<file path="src/rtl/fifo_unpack.sv">
// Drains 32-bit words from an upstream FIFO and serialises them as a
// valid/ready byte stream, flagging the final byte of the word that emptied the FIFO.
module fifo_unpack #(
  parameter int MSB_FIRST = 1,
  parameter int CNT_W     = 16
) (
  input  logic             CLKP,
  input  logic             RSTNP,
  input  logic             ENP,
  input  logic [31:0]      DOP,
  input  logic             EMPTYP,
  input  logic             LASTP,
  output logic             POPP,
  output logic [7:0]       BYTEP,
  output logic             BVALIDP,
  input  logic             BREADYP,
  output logic             BLASTP,
  output logic [CNT_W-1:0] BCNTP
);

  typedef enum logic [1:0] {IDLE, FETCH, WAIT, SEND} state_t;

  state_t             state_q, state_d;
  logic [31:0]        word_q, word_d;
  logic [1:0]         idx_q, idx_d;
  logic               last_q, last_d;
  logic               pop_q, pop_d;
  logic [7:0]         byte_q, byte_d;
  logic               bvalid_q, bvalid_d;
  logic               blast_q, blast_d;
  logic [CNT_W-1:0]   cnt_q, cnt_d;
  logic               xfer;

  function automatic logic [7:0] sel_byte(input logic [31:0] w, input logic [1:0] i);
    logic [1:0] pos;
    pos = (MSB_FIRST != 0) ? (2'd3 - i) : i;
    case (pos)
      2'd0:    sel_byte = w[7:0];
      2'd1:    sel_byte = w[15:8];
      2'd2:    sel_byte = w[23:16];
      default: sel_byte = w[31:24];
    endcase
  endfunction

  // BVALIDP is high exactly while in SEND, so the handshake can key off the state.
  assign xfer = (state_q == SEND) && BREADYP;

  always_ff @(posedge CLKP or negedge RSTNP) begin
    if (!RSTNP) begin
      state_q  <= IDLE;
      word_q   <= 32'h0;
      idx_q    <= 2'd0;
      last_q   <= 1'b0;
      pop_q    <= 1'b0;
      byte_q   <= 8'h00;
      bvalid_q <= 1'b0;
      blast_q  <= 1'b0;
      cnt_q    <= '0;
    end else begin
      state_q  <= state_d;
      word_q   <= word_d;
      idx_q    <= idx_d;
      last_q   <= last_d;
      pop_q    <= pop_d;
      byte_q   <= byte_d;
      bvalid_q <= bvalid_d;
      blast_q  <= blast_d;
      cnt_q    <= cnt_d;
    end
  end

  always_comb begin
    state_d = state_q;
    case (state_q)
      IDLE:    if (ENP && !EMPTYP) state_d = FETCH;
      FETCH:   state_d = WAIT;
      WAIT:    state_d = SEND;
      SEND:    if (xfer && (idx_q == 2'd3)) state_d = (ENP && !EMPTYP) ? FETCH : IDLE;
      default: state_d = IDLE;
    endcase
  end

  // Word/index/count bookkeeping; the word is latched as it leaves WAIT.
  always_comb begin
    word_d = word_q;
    idx_d  = idx_q;
    last_d = last_q;
    cnt_d  = cnt_q;
    if (state_q == FETCH) last_d = LASTP;
    if (state_q == WAIT) begin
      word_d = DOP;
      idx_d  = 2'd0;
    end
    if (xfer) begin
      idx_d = idx_q + 2'd1;
      cnt_d = cnt_q + 1'b1;
    end
  end

  // Outputs are registered from the next-state view so they line up with the state.
  always_comb begin
    pop_d    = (state_d == FETCH);
    bvalid_d = (state_d == SEND);
    byte_d   = sel_byte(word_d, idx_d);
    blast_d  = (state_d == SEND) && (idx_d == 2'd3) && last_d;
  end

  assign POPP    = pop_q;
  assign BYTEP   = byte_q;
  assign BVALIDP = bvalid_q;
  assign BLASTP  = blast_q;
  assign BCNTP   = cnt_q;

endmodule

</file>
<file path="config.mk">
export PLATFORM = sky130hd
export DESIGN_NAME = fifo_unpack
export DESIGN_NICKNAME = d
export VERILOG_FILES = /design/src/rtl/fifo_unpack.sv
export SDC_FILE = /design/constraint.sdc
export NUM_CORES = 1
export LEC_CHECK = 0
export ABC_AREA = 1
export CAP_MARGIN = 25
export CORE_ASPECT_RATIO = 1.75
export CORE_MARGIN = 4
export CORE_UTILIZATION = 28
export DETAILED_ROUTE_END_ITERATION = 12
export PLACE_DENSITY_LB_ADDON = 0.3
export SYNTH_ARGS = -nofsm -noshare
export SYNTH_HDL_FRONTEND = slang
export SYNTH_SLANG_ARGS = --single-unit
</file>
<file path="constraint.sdc">
create_clock -name CLKP -period 1.31 [get_ports CLKP]
set_input_delay 0.262 -clock CLKP [delete_from_list [all_inputs] [get_ports CLKP]]
set_output_delay 0.262 -clock CLKP [all_outputs]
set_load 0.1 [all_outputs]
</file>
==> results.json, run 1 <==
{
  "status": "complete, but fails checks",
  "violations": "negative setup slack",
  "path_clk_slew_ns": 0.05,
  "rsz0062_at_grt": "true",
  "crit_chain": "buf_6 > buf_12",
  "layout_common_cells": "nand2_1, dfrtp_1, clkdlybuf4s50_1",
  "grtUsageTotal_pct": 13.7,
  "antenna_found_initial": 0,
  "dieArea_um2": 11700,
  "grt_pass1_vias": 2646,
  "timing.final.crit_period_ns": 1.38,
  "clkLatencyLatePin_ns": 0.33,
  "grt_pass1_wl_mm": 12.6,
  "r2r_end": "BYTEP[4]",
  "antenna_left": 0,
  "critPathBufInv": 2,
  "syn_avg_cell_area_um2": 8.69,
  "hold-path-cell-count": 2,
  "irDropWorstVdd_uv": 1700,
  "die_y_um": 140,
  "die_x_um": 83.6,
  "critPathSlowestCell": "dfrtp_4",
  "p_clk_share_pct": 15.7,
  "ys_ff_latch": 64,
  "place_hpwl_mm": 5.48,
  "hold_viol": 0,
  "area_growth_pct": 69.5,
  "ys_seq_area_share_pct": 57.2,
  "reg2reg_from": "idx_q[1]",
  "synthCells": 322,
  "synthTopCellsByArea": "dfrtp_1, nand2_1, nand3_1",
  "gp_congestion": 0.801,
  "arrival_ns": 1.12,
  "cts_made_buffers": 9,
  "routed_wl_mm": 7.79,
  "drc": 0,
  "grt_overflow": 0,
  "stdcell_count": 555,
  "r2r_cells": 9,
  "drive_gt1_share_pct": 33.5,
  "path_class": "reg2out",
  "io_pins": 65,
  "core_um2": 9790,
  "max-slew-margin-rel_pct": 76.7,
  "drtPass1Iterations": 4,
  "grt_max_degree": 65,
  "rows": 48,
  "worst_slack_ns": -0.0715,
  "worst-path-max-fanout": 4,
  "wl_per_cell_um": 14.0,
  "yosys.area.top_type_share_pct": 57.2,
  "cp_top_family": "flip-flops",
  "placed_area_um2": 4100,
  "cp.required_ns": 1.05,
  "place_inst": 530,
  "period_share_pct": 105,
  "final_common_cell": "nand2_1",
  "io_buffers": 64,
  "sw_frac_of_total_pct": 44.8,
  "postLayoutCellArea_um2": 4740,
  "cts_buffer_depth": 2,
  "fmax_mhz": 724,
  "seqPwrFrac_pct": 25.6,
  "syn_area_um2": 2800,
  "cts-root-buf": "clkbuf_16",
  "viasPerCell": 4.50,
  "finalHoldWorstSlack_ns": 0.474,
  "r2r_slack_ns": -0.06,
  "cts_max_level": 3,
  "ys_warn_count": 0,
  "cp-end-kind": "output pin",
  "antenna_cells": 0,
  "drt_iter0_drc": 72,
  "cpPeakStageDelay_ns": 0.51,
  "hold_start": "word_q[8]",
  "syn_nets": 362,
  "p_int_uw": 7220,
  "final.fill_count": 875,
  "cts_tree": "done",
  "synth_cell_types": 24,
  "start_kind": "flip-flop",
  "tightest_slew_ns": 0.347,
  "comb_power_share_pct": 58.7,
  "fin_nets": 465,
  "p_per_area_nw_per_um2": 2760,
  "cts.sinks": 64,
  "power.leakage_uw": 0.00229,
  "holdCritPathClass": "reg2reg",
  "slew_violations": 0,
  "hold_path_end": "word_q[8]",
  "p_sw_uw": 5860,
  "initial_utilization_pct": 28.6,
  "maxCapViolCount": 0,
  "num_vias": 2498,
  "yosys.area.top_type": "dfrtp_1",
  "setup_viol": 12,
  "fin_skew_ns": 0.00625
}
==> kinds of logic (layout without fill, tap and decap cells) <==
| family | count (synthesis) | count (layout) | synth area share, % |
|---|---|---|---|
| DFF | 64 | 64 | 57.2 |
| AOI/OAI and AO/OA | 1 | 1 | 0.179 |
| muxes | 1 | 1 | 0.358 |
| and+or+nand+nor | 210 | 210 | 32.5 |
| xor gates and xnor gates | 11 | 11 | 3.44 |
| buffers and inverters | 33 | 141 | 5.41 |
| adders and majority gates | 2 | 2 | 0.894 |
==> state kept, by name, indices dropped and copies added, names as in the netlist <==
signal and count:
BCNTP 16, BLASTP 1, BVALIDP 1, BYTEP 8, POPP 1, idx_q 2, last_q 1, state_q 2
word_q 32
==> per-layer routing <==
| metal | GRT usage [%] | part of all wire (%) | vias to the layer above |
|---|---|---|---|
| met2 | 25.8 | 57 | 55 |
| met1 | 14.4 | 37 | 1213 |
| met3 | 2.71 | 4.0 | 10 |
| li1 | - | - | 1220 |
| met5 | 0 | 0 | - |
| met4 | 6.36 | 1.8 | 0 |
==> timing repair <==
item | in CTS | in global routing
endpoints found under the hold margin | 64 | 0
resized for setup | 43 | 31
pin swaps | 14 | 17
cloned | 1 | 0
hold buffers | 1 | 0
buffers inserted | 7 | 3
setup endpoints to repair | 18 | 32
==> power groups by stage <==
stage	sequential [uW]	clock [uW]	combinational [uW]
after floorplan	4890	0	2370
after global placement	3340	0	6350
after detailed placement	3360	0	6480
after CTS	3330	2120	7310
after global routing	3420	2210	8230
final	3350	2050	7690
==> worst max-delay path by stage <==
stage                from         to  slack, ns  cells past startpoint
2_1_floorplan    BCNTP[0]  BCNTP[15]      -0.14                      7
3_3_place_gp      BREADYP  BCNTP[15]      -0.42                      8
3_5_place_dp      BREADYP  BCNTP[15]      -0.43                      8
4_1_cts          BCNTP[1]   BCNTP[1]      -0.08                      2
5_1_grt        state_q[0]   BYTEP[2]      -0.15                      8
6_report         BCNTP[1]   BCNTP[1]      -0.07                      2
==> worst register-to-register path, stage by stage, from the launching register on <==
cell	delay (ns)
dfrtp_1	0.41
buf_4	0.15
buf_4	0.12
inv_1	0.04
nand2_1	0.04
nand2_1	0.10
nor2_4	0.06
buf_6	0.13
nand3_1	0.06
nand4_1	0.11
==> synth_stat cells <==
| cell type | n |
|---|---|
| nand2_1 | 140 |
| dfrtp_1 | 64 |
| nand3_1 | 35 |
| inv_1 | 21 |
| nor2_1 | 12 |
| nand4_1 | 10 |
| xor2_1 | 8 |
| buf_2 | 7 |
| nor2_2 | 4 |
| xnor2_1 | 3 |
| buf_6 | 2 |
| ha_1 | 2 |
| inv_2 | 2 |
| nand2_2 | 2 |
| buf_4 | 1 |
| mux2i_1 | 1 |
| nand3_2 | 1 |
| nand3b_1 | 1 |
| nor2_8 | 1 |
| nor3_1 | 1 |
| nor3b_1 | 1 |
| nor4_1 | 1 |
| o21ai_0 | 1 |
| or2_2 | 1 |
==> per-stage QoR <==
step	power (uW)	TNS, ns	util (%)	worst slack (ns)
global placement	9690	-8.38	41.9	-0.416
detailed placement	9840	-9.23	41.9	-0.432
CTS	12800	-0.456	47.0	-0.0821
global route	13900	-1.80	48.5	-0.150
finish	13100	-0.391	48.5	-0.0715
floorplan	7260	-0.756	-	-0.138
==> final cells by class <==
type                            instances  area, um2  share of cell area [%]
Clock buffer                           11        233                    4.91
Clock inverter                          5       25.0                   0.528
Inverter                               23       88.8                    1.87
Multi-Input combinational cell        225       1290                    27.2
Sequential cell                        64       1650                    34.7
Tap cell                              125        156                    3.30
Timing Repair Buffer                  102       1310                    27.5
No activity file was read; power rests on OpenSTA's default activity.
==> inputs of run 2 (changes only) <==
--- a/config.mk
+++ b/config.mk
@@ -12,6 +12,7 @@
 export CORE_UTILIZATION = 28
 export DETAILED_ROUTE_END_ITERATION = 12
 export PLACE_DENSITY_LB_ADDON = 0.3
+export SKIP_LAST_GASP = 1
 export SYNTH_ARGS = -nofsm -noshare
 export SYNTH_HDL_FRONTEND = slang
 export SYNTH_SLANG_ARGS = --single-unit
==> run 2 against run 1 <==
Effect of this change: the run still ends with negative setup slack left; clock power is essentially flat; critical path depth is the same; highest routed layer unchanged; non-clock buffer count shrank 1; die area is the same; first-iteration DRC count grew 39%; maximum frequency shrank 0.32%; largest power group unchanged; flip-flop and latch count is the same; combinational power shrank 2%; largest cell class unchanged; via count is essentially flat.
==> results.json, run 2 (synthesis results as in run 1) <==
{
  "cts_tree": "done",
  "die_x_um": 83.6,
  "slew_violations": 0,
  "cp.required_ns": 1.05,
  "rsz0062_at_grt": "true",
  "holdCritPathClass": "reg2reg",
  "grtUsageTotal_pct": 13.6,
  "drt_iter0_drc": 100,
  "cts-root-buf": "clkbuf_16",
  "timing.setup.tns_ns": -0.542,
  "hold_viol": 0,
  "area_growth_pct": 67.8,
  "gp_congestion": 0.801,
  "antenna_cells": 0,
  "cts_made_buffers": 9,
  "violations": "negative setup slack",
  "antenna_found_initial": 0,
  "routed_wl_mm": 7.75,
  "drc": 0,
  "pre_cts_ws_ns": -0.432,
  "arrival_ns": 1.12,
  "place_hpwl_mm": 5.48,
  "cts_max_level": 3,
  "io_buffers": 64,
  "maxCapViolCount": 0,
  "rows": 48,
  "critPathSlowestCell": "dfrtp_4",
  "path_class": "reg2out",
  "cts.sinks": 64,
  "setup_viol": 15,
  "seqCellArea_um2": 1650,
  "tightest_slew_ns": 0.366,
  "antenna_left": 0,
  "placed_area_um2": 4100,
  "worst-path-max-fanout": 4,
  "cp-end-kind": "output pin",
  "core_um2": 9790,
  "power.leakage_uw": 0.00228,
  "final_common_cell": "nand2_1",
  "path_clk_slew_ns": 0.05,
  "fin_skew_ns": 0.00596,
  "initial_utilization_pct": 28.6,
  "drtPass1Iterations": 4,
  "grt_pass1_wl_mm": 12.5,
  "largest_register_ffs": 32,
  "worst_slack_ns": -0.0760,
  "fin_util_pct": 47.9,
  "largest_register": "word_q",
  "status": "complete, but fails checks",
  "period_share_pct": 106,
  "io_pins": 65,
  "die_y_um": 140,
  "wl_per_cell_um": 14.0,
  "timing.final.crit_period_ns": 1.39,
  "dieArea_um2": 11700,
  "hold_start": "word_q[8]",
  "reg2reg_from": "idx_q[0]",
  "grt_overflow": 0,
  "max-slew-margin-rel_pct": 75.3,
  "num_vias": 2497,
  "cp-startpoint": "BCNTP[1]",
  "viasPerCell": 4.51,
  "grt_max_degree": 65,
  "fin_nets": 464,
  "irDropWorstVdd_uv": 1650,
  "grt_pass1_vias": 2623,
  "cpPeakStageDelay_ns": 0.51,
  "fmax_mhz": 722,
  "r2r_slack_ns": -0.06,
  "p_per_area_nw_per_um2": 2750,
  "cts_buffer_depth": 2,
  "postLayoutCellArea_um2": 4690,
  "layout_common_cells": "nand2_1, dfrtp_1, clkdlybuf4s50_1",
  "multi_input_area_um2": 1250,
  "start_kind": "flip-flop",
  "final.fill_count": 873,
  "crit_chain": "buf_6 > buf_12",
  "drive_gt1_share_pct": 31.9,
  "power_uw": 12900,
  "clkLatencyLatePin_ns": 0.33
}
run 2: cell count changes in the layout (fill, tap and decap cells not counted):
| cell | before | now |
|---|---|---|
| nand2_1 | 129 | 128 |
| nand3_2 | 15 | 8 |
| nand2_2 | 7 | 8 |
| buf_8 | 2 | 1 |
| nand3_1 | 19 | 26 |
| or2_2 | 0 | 1 |
| or2_4 | 1 | 0 |
run 2: worst max-delay path, delay by kind of cell (launching register included):
kind                   cells  cell delay [ns]
flip-flops                 1             0.51
buffers and inverters      2             0.28
run 2: layer usage:
layer  global-route usage, %  up-vias  share of wire, %
met3                    2.71        9               3.9
met1                    14.1     1212                37
met2                    25.6       55                57
met5                       0        -                 0
li1                        -     1221                 -
met4                    6.36        0               1.9
run 2: per-stage QoR:
| stage | cells | hold WS, ns |
|---|---|---|
| final | 554 | 0.474 |
| after global routing | 554 | 0.502 |
| after CTS | 553 | 0.476 |
| after detailed placement | 530 | 0.306 |
| after global placement | 530 | 0.300 |
| after floorplan | 322 | -0.0336 |
run 2: layout make-up:
cell class | instances | share of cell area, %
clock buffers | 11 | 4.96
clock inverters | 5 | 0.533
inverters | 23 | 1.89
multi-input cells | 225 | 26.7
flip-flops and latches | 64 | 35.1
well taps | 125 | 3.33
repair buffers | 101 | 27.5
run 2: worst paths after layout:
| kind | cells past startpoint | to |
|---|---|---|
| setup / recovery | 2 | BCNTP[1] |
| hold / removal | 2 | word_q[8] |
| hold reg to reg | 2 | word_q[8] |
| min in group asynchronous | 3 | BCNTP[5] |
| max in group asynchronous | 3 | BCNTP[12] |
| setup reg to reg | 6 | BYTEP[2] |
run 2: what timing repair did:
item	CTS	global route
gates cloned	1	0
pin swaps	11	17
resized for setup	32	33
buffers inserted	7	3
hold buffers	1	0
endpoints found under the setup margin	18	32
endpoints found under the hold margin	64	0
run 2: report_power, final:
| part | leakage (uW) | internal (uW) | switching [uW] |
|---|---|---|---|
| Clock | 0.000133 | 1260 | 805 |
| Combinational | 0.00138 | 3040 | 4470 |
| Sequential | 0.000764 | 2860 | 493 |
